### config.mk
export PLATFORM = sky130hd
export DESIGN_NAME = shift_add_mul_ctrl
export DESIGN_NICKNAME = d
export VERILOG_FILES = /design/src/rtl/shift_add_mul_ctrl.sv
export SDC_FILE = /design/constraint.sdc
export NUM_CORES = 1
export LEC_CHECK = 0
export BUFFER_PORTS_ARGS = -buffer_cell sky130_fd_sc_hd__buf_2
export CAP_MARGIN = 5
export CORE_MARGIN = 3
export CORE_UTILIZATION = 48
export DETAILED_ROUTE_END_ITERATION = 12
export HOLD_SLACK_MARGIN = 0.05
export PLACE_DENSITY_LB_ADDON = 0.08
export SYNTH_ARGS = -nofsm -noshare
export SYNTH_HDL_FRONTEND = slang
export SYNTH_SLANG_ARGS = --single-unit
### constraint.sdc
create_clock -name clk -period 2.4 [get_ports clk]
set_clock_uncertainty 0.15 [all_clocks]
set_input_delay 0 -clock clk [delete_from_list [all_inputs] [get_ports clk]]
set_output_delay 0 -clock clk [all_outputs]
set_load 0.02 [all_outputs]
### src/rtl/shift_add_mul_ctrl.sv
// shift_add_mul_ctrl: sequential 4x4 unsigned shift-add multiplier.
// A single full_adder_4_bit is time-shared over four CALC iterations under
// a small IDLE/CALC/DONE FSM with a start/busy/done handshake.
// Optional feature macro: MUL_ZERO_BYPASS_EN (zero operands skip CALC).
// DONE_PULSE=1 gives a one-cycle done; DONE_PULSE=0 holds done until the
// next accepted start.

// 4-bit ripple adder: the only arithmetic resource in the multiplier.
module full_adder_4_bit (
  input  logic [3:0] num1,
  input  logic [3:0] num2,
  input  logic       cin,
  output logic [3:0] sum,
  output logic       cout
);

  logic [4:0] carry;

  assign carry[0] = cin;

  // One full-adder cell per bit, carry rippling upward.
  genvar i;
  generate
    for (i = 0; i < 4; i++) begin : g_bit
      assign sum[i]     = num1[i] ^ num2[i] ^ carry[i];
      assign carry[i+1] = (num1[i] & num2[i]) | (carry[i] & (num1[i] ^ num2[i]));
    end
  endgenerate

  assign cout = carry[4];

endmodule

module shift_add_mul_ctrl #(
  parameter bit DONE_PULSE = 1'b1
) (
  input  logic       clk,
  input  logic       reset,
  input  logic       start,
  input  logic [3:0] multiplicand,
  input  logic [3:0] multiplier,
  output logic [7:0] product,
  output logic       busy,
  output logic       done
);

  typedef enum logic [1:0] {
    IDLE = 2'd0,
    CALC = 2'd1,
    DONE = 2'd2
  } state_t;

  state_t     state;
  logic [3:0] a;
  logic [3:0] q;
  logic [3:0] m;
  logic       c;
  logic [1:0] count;

  logic [3:0] addend;
  logic [3:0] sum;
  logic       cout;
  logic [8:0] shifted;

  // Partial product for this iteration: M when the current multiplier LSB is set.
  assign addend = q[0] ? m : 4'h0;

  // The carry register is always 0 after each shift, so feeding it to the
  // adder carry-in is the same as tying carry-in low.
  full_adder_4_bit u_adder (
    .num1 (a),
    .num2 (addend),
    .cin  (c),
    .sum  (sum),
    .cout (cout)
  );

  // Right shift of {carry, accumulator, multiplier} by one position.
  assign shifted = {cout, sum, q} >> 1;

  // Sequencer: captures operands, runs four add/shift steps, publishes the product.
  always_ff @(posedge clk or posedge reset) begin
    if (reset) begin
      state   <= IDLE;
      product <= 8'h00;
      busy    <= 1'b0;
      done    <= 1'b0;
      a       <= 4'h0;
      q       <= 4'h0;
      m       <= 4'h0;
      c       <= 1'b0;
      count   <= 2'd0;
    end else begin
      case (state)
        IDLE: begin
          if (start) begin
            a     <= 4'h0;
            c     <= 1'b0;
            m     <= multiplicand;
            q     <= multiplier;
            count <= 2'd0;
            busy  <= 1'b1;
`ifdef MUL_ZERO_BYPASS_EN
            if ((multiplicand == 4'h0) || (multiplier == 4'h0)) begin
              state   <= DONE;
              product <= 8'h00;
              done    <= 1'b1;
            end else begin
              state <= CALC;
              done  <= 1'b0;
            end
`else
            state <= CALC;
            done  <= 1'b0;
`endif
          end
        end

        CALC: begin
          c     <= shifted[8];
          a     <= shifted[7:4];
          q     <= shifted[3:0];
          count <= count + 2'd1;
          if (count == 2'd3) begin
            state   <= DONE;
            product <= shifted[7:0];
            done    <= 1'b1;
          end
        end

        DONE: begin
          state <= IDLE;
          busy  <= 1'b0;
          done  <= ~DONE_PULSE;
        end

        default: begin
          state <= IDLE;
          busy  <= 1'b0;
          done  <= 1'b0;
        end
      endcase
    end
  end

endmodule

==> flow_summary_export.csv, run 1 <==
group,metric,value,unit
yosys,syn_area_per_cell,11.51,um^2
cells_and_area,drive_above_1_share,0.2537,
die,die_area,0.002940,mm^2
placement,port_buffers,20,
timing,max-slew-margin-rel,0.4029,
cells_and_area,finish.utilization,0.6815,
timing,slew_viol_final,0,
critical_path,cp_data_arrival_time,2.34,ns
timing,grt_setup_unrepaired,"no",
timing,period_share,0.9506,
die,start_util,0.5361,
power,comb_power_share,0.471,
clock_tree,clk_latency,0.32,ns
die,ios,21,
timing,hold_violations,0,
flow_run,drv_cap,0,
placement,hpwl,1.433,mm
power,switchingPower,0.6942,mW
drt,wl_per_cell,13.02,um
critical_path,cp_max_fo,13,
clock_tree,clkSinkCount,25,
yosys,netlist_area,0.001116,mm^2
yosys,seq_area_frac_synth,0.5605,
timing,holdWs,0.2489,ns
critical_path,critPathKind,"flop to flop",
global_routing,grt_overflow,0,
die,num_rows,16,
drt,vias,809,
die,fp.dieH,54.22,um
global_routing,grt_max_degree,26,
timing,setup_tns,0,ns
die,core,0.002082,mm^2
timing,clock.fmax,438.3,MHz
hold_path,hold_class,"input port to async pin",
drt,dr.pass1.iters,4,
clock_tree,clock_path_buffers,2,
placement,gp_congestion,0.7424,
drt,viasPerCell,5.025,
power,ir_drop,777.2,uV
power,p_sw_frac,0.3959,
yosys,syn-instance-count,97,
drt,drt-initial-drc-count,14,
timing,tightest_slew,0.8946,ns
critical_path,cp-start-kind,"flop",
cells_and_area,diodes,0,
global_routing,grt_usage,0.1731,
power,p_clk_frac,0.103,
power,seq_power_share,0.425,
critical_path,timing.rr.start,"state[0]",
critical_path,rr_worst_depth,4,
critical_path,timing.rr.end,"q[3]",
drt,drt_wl_total,2.096,mm
timing,period_minus_slack,2.282,ns
power,p_int,1.059,mW
global_routing,grt_pass1_vias,812,
yosys,syn_nets,113,
clock_tree,root_buffer,"clkbuf_4",
cells_and_area,area_delta_synth_final,27.13,%
yosys,ys_ff_latch,25,
drt,drc_errors,0,
power,cellPowerDensity,1236,mW/mm^2
timing,setup_viol_count_final,0,
critical_path,crit_required,2.46,ns
critical_path,critPathCapture,"q[3]",
clock_tree,numCtsBuffers,3,
clock_tree,clkTransAtPathRegs,0.13,ns
run_status,status,"finished, final reports clean",
die,die_x,54.22,um
global_routing,grt_pass1_wl,3.539,mm
critical_path,endpoint_kind,"flop",
critical_path,reg2reg_slack,0.12,ns
power,leakage,0.6684,nW
drt,ant_nets,0,
cells_and_area,nets,151,
clock_tree,cts_max_level,1,
yosys,synth_cell_types,27,
critical_path,crit_path_start,"state[0]",
global_routing,antenna_found_initial,0,
yosys,ys_warn_count,0,
clock_tree,cts_tree,"done",
[flip-flops by register name, summed over array words and instances, names as in the netlist]
register / count
a: 4
busy: 1
m: 4
count: 2
done: 1
state: 1
q: 4
product: 8
[worst min path at each step]
stage	from	end	slack, ns	cells after the start
floorplan	reset	a[0]	-0.12	1
global placement	multiplicand[3]	m[3]	0.07	2
detailed placement	multiplicand[1]	m[1]	0.08	2
CTS	multiplicand[0]	m[0]	0.27	3
global route	multiplicand[0]	m[0]	0.28	3
finish	reset	product[7]	0.25	3
[synthesized netlist by cell type, drive strengths merged]
cell type,n,area (um^2)
buf,3,20.01
o22a,2,17.52
nor2,3,21.27
o22ai,3,18.77
and2,1,6.260
nor4b,1,8.760
nor3b,2,15.01
or4b,1,10.01
o21ai,10,50.05
nand3b,1,11.26
mux2,6,67.56
o32ai,1,8.760
nand2,12,45.04
ha,2,25.02
fa,3,60.06
dfrtp,25,625.6
nor2b,1,6.260
inv,10,37.54
nand2b,2,12.51
or2b,1,11.26
o21bai,1,7.510
a21oi,5,25.02
nor3,1,5.000
[power by group through the flow]
stage | combinational (mW) | clock (mW) | sequential, mW
floorplan | 0.510 | 0 | 0.796
global placement | 0.740 | 0 | 0.745
detailed placement | 0.766 | 0 | 0.757
CTS | 0.808 | 0.190 | 0.747
global route | 0.944 | 0.204 | 0.770
finish | 0.826 | 0.181 | 0.746
[placed cells by master (no fill, tap or decap)]
cell,n
and2_1,1
nor3_1,1
buf_4,3
ha_1,2
o22ai_1,3
nor4b_2,1
or4b_1,1
or2b_4,1
nand3b_2,1
dfrtp_2,2
clkbuf_4,3
nor2_2,1
nand2b_1,2
nor2_1,1
a21oi_1,5
o22a_1,2
fa_1,3
nand2_1,12
dfrtp_1,23
nor2b_1,1
inv_1,10
buf_2,20
o21bai_1,1
dlygate4sd3_1,13
o21ai_1,6
nor2_4,1
mux2_1,6
o21ai_0,4
o32ai_1,1
clkinv_2,1
nor3b_1,2
[critical path, cell delays in order (launching register included)]
cell,delay [ns]
dfrtp_2,0.52
nor4b_2,0.30
dlygate4sd3_1,0.59
nor3_1,0.05
dlygate4sd3_1,0.56
[kinds of logic (layout without fill, tap and decap cells)]
| family | after synthesis | count (layout) | synth area share |
|---|---|---|---|
| flip-flops | 25 | 25 | 0.5605 |
| adder cells (fa/ha/maj) | 5 | 5 | 0.07623 |
| AO/OA/AOI/OAI | 22 | 22 | 0.1144 |
| AND/OR/NAND/NOR | 26 | 26 | 0.1368 |
| buffers and inverters | 13 | 50 | 0.05156 |
| multiplexers | 6 | 6 | 0.06053 |
[timing repair]
action / CTS / global route
gates resized for setup: 0 / 3
setup buffers: 0 / 2
hold endpoints to repair: 41 / 0
setup endpoints to repair: 0 / 1
hold buffers: 13 / 0
[metal layers]
layer	GRT usage	share of wire	vias to the layer above
met2	0.2869	0.47	21
met3	0.05722	0.055	2
met4	0.03734	0.0038	0
li1	-	-	410
met1	0.2199	0.47	376
met5	0	0	-
[area by class of cell]
| class | count | area, um^2 |
|---|---|---|
| Multi-Input combinational cell | 59 | 439.2 |
| Clock inverter | 1 | 5.005 |
| Fill cell | 167 | 663.1 |
| Clock buffer | 3 | 22.52 |
| Tap cell | 27 | 33.78 |
| Inverter | 10 | 37.54 |
| Sequential cell | 25 | 628.1 |
| Timing Repair Buffer | 36 | 252.7 |
[metrics by stage]
stage                     power [mW]  std cells  setup WS [ns]  instance area [um^2]
after floorplan                1.306         97         0.1381                  1116
after global placement         1.485        142         0.1663                  1237
after detailed placement       1.522        142         0.1132                  1237
after CTS                      1.745        159        0.07903                  1395
after global routing           1.917        161        0.01549                  1419
final                          1.754        161         0.1184                  1419
Note: power is estimated with default switching activity, not from simulation.
==> run 2, diff against run 1 <==
PLACE_DENSITY = 0.73   (was unset)
PLACE_DENSITY_LB_ADDON = unset   (was 0.08)
==> run 2 against run 1 <==
Clock power hardly changed. Sequential power is 3.4% lower. Die area stayed put. Core utilization is 0.36 points higher. Sequential share of layout area is 0.23 points lower. Worst hold slack better by 0.036 ns. Total power is 0.65% higher. Critical endpoint is now a[2]. Largest power group unchanged.
==> flow_summary_export.csv, run 2 (synthesis gave the netlist of run 1 again) <==
group,metric,value,unit
die,fp.dieH,54.22,um
die,die_area,0.002940,mm^2
timing,period_minus_slack,2.287,ns
critical_path,cp_data_arrival_time,2.33,ns
cells_and_area,drive_above_1_share,0.2500,
critical_path,critPathKind,"flop to flop",
clock_tree,clock_path_buffers,2,
clock_tree,clk_latency,0.30,ns
clock_tree,cts_max_level,1,
timing,grt_setup_unrepaired,"no",
critical_path,crit_path_start,"q[0]",
critical_path,rr_worst_depth,7,
critical_path,crit_required,2.44,ns
drt,dr.pass1.iters,4,
timing,clock.fmax,437.3,MHz
power,switchingPower,0.6912,mW
timing,setup_viol_count_final,0,
power,ir_drop,721.7,uV
cells_and_area,diodes,0,
cells_and_area,layout_commonest_cell,"dfrtp_1",
critical_path,endpoint_kind,"flop",
power,p_sw_frac,0.3916,
power,comb_power_share,0.490,
cells_and_area,regMostFlops,"product",
drt,wl_per_cell,13.17,um
hold_path,hold_class,"input port to async pin",
power,seq_power_share,0.408,
timing,setup_tns,0,ns
cells_and_area,layout_common_cells,"dfrtp_1 (23), buf_2 (20), dlygate4sd3_1 (13)",
placement,gp_congestion,0.7201,
clock_tree,cts_tree,"done",
timing,period_share,0.9529,
die,core,0.002082,mm^2
clock_tree,clkTransAtPathRegs,0.13,ns
cells_and_area,largest_reg_flops,8,
die,die_x,54.22,um
critical_path,timing.rr.end,"a[2]",
timing,hold_violations,0,
cells_and_area,nets,153,
critical_path,reg2reg_slack,0.11,ns
global_routing,grt_max_degree,26,
drt,drt_wl_total,2.146,mm
cells_and_area,nFillCells,158,
die,ios,21,
global_routing,antenna_found_initial,0,
cells_and_area,area_delta_synth_final,27.80,%
clock_tree,numCtsBuffers,3,
placement,hpwl,1.386,mm
placement,port_buffers,20,
global_routing,grt_overflow,0,
clock_tree,clkSinkCount,25,
power,power,1.765,mW
timing,setup_ws,0.1130,ns
drt,vias,827,
drt,drc_errors,0,
die,start_util,0.5361,
power,leakage,0.6742,nW
placement,pre_cts_ws,0.1354,ns
power,p_clk_frac,0.102,
timing,max-slew-margin-rel,0.3720,
flow_run,drv_cap,0,
clock_tree,root_buffer,"clkbuf_4",
power,p_int,1.074,mW
power,cellPowerDensity,1237,mW/mm^2
global_routing,grt_pass1_wl,3.525,mm
global_routing,grt_usage,0.1671,
die,num_rows,16,
timing,tightest_slew,0.9410,ns
critical_path,cp_max_fo,2,
drt,ant_nets,0,
global_routing,grt_pass1_vias,787,
critical_path,cp-start-kind,"flop",
drt,drt-initial-drc-count,10,
drt,viasPerCell,5.074,
timing,slew_viol_final,0,
run_status,status,"finished, final reports clean",
critical_path,timing.rr.start,"q[0]",
## run 2: cell types whose count changed in the layout (fill, tap and decap cells not counted), sizes merged
cell / delta
clkinv: -1
buf: +2
clkbuf: +1
## run 2: how the worst max path moves through the flow
| stage | endpoint | slack (ns) |
|---|---|---|
| after floorplan | a[2] | 0.14 |
| after global placement | a[2] | 0.17 |
| after detailed placement | a[2] | 0.14 |
| after CTS | q[3] | 0.08 |
| after global routing | a[2] | 0.01 |
| final | a[2] | 0.11 |
## run 2: metal layers
layer	global-route usage	wire [um]
met5	0	0
met4	0.06224	30
met3	0.02725	76
met2	0.2530	986
met1	0.2411	1052
## run 2: worst max-delay path: stages, from the launching register on
cell and delay [ns]:
dfrtp_1 0.36, and2_1 0.13, ha_1 0.13, inv_1 0.05
fa_1 0.37, fa_1 0.38, fa_1 0.52, o22ai_1 0.09
## run 2: power by group through the flow
| stage | combinational (mW) | clock [mW] | sequential (mW) |
|---|---|---|---|
| 3_3_place_gp | 0.735 | 0 | 0.745 |
| 3_5_place_dp | 0.756 | 0 | 0.757 |
| 6_report | 0.865 | 0.179 | 0.721 |
| 5_1_grt | 0.967 | 0.204 | 0.744 |
| 2_1_floorplan | 0.510 | 0 | 0.796 |
| 4_1_cts | 0.801 | 0.187 | 0.746 |
## run 2: metrics by stage
step / std cells / instance area [um^2] / hold WS (ns) / util
2_1_floorplan: 97 / 1116 / -0.1227 / -
3_3_place_gp: 142 / 1237 / 0.06642 / 0.5944
3_5_place_dp: 142 / 1237 / 0.07093 / 0.5944
4_1_cts: 159 / 1394 / 0.2779 / 0.6695
5_1_grt: 163 / 1426 / 0.2958 / 0.6851
6_report: 163 / 1426 / 0.2846 / 0.6851
## run 2: timing repair
item | 4_1_cts | 5_1_grt
endpoints found under the hold margin | 37 | 0
gates resized for setup | 0 | 2
buffers inserted | 0 | 4
hold buffers | 13 | 0
setup endpoints to repair | 0 | 1
## run 2: final cells by class
type                    instances  area, um^2  share of cell area
flip-flops and latches         25       628.1              0.4403
multi-input cells              59       432.9              0.3035
repair buffers                 38       267.8              0.1877
inverters                      10       37.54             0.02632
well taps                      27       33.78             0.02368
clock buffers                   4       26.28             0.01842
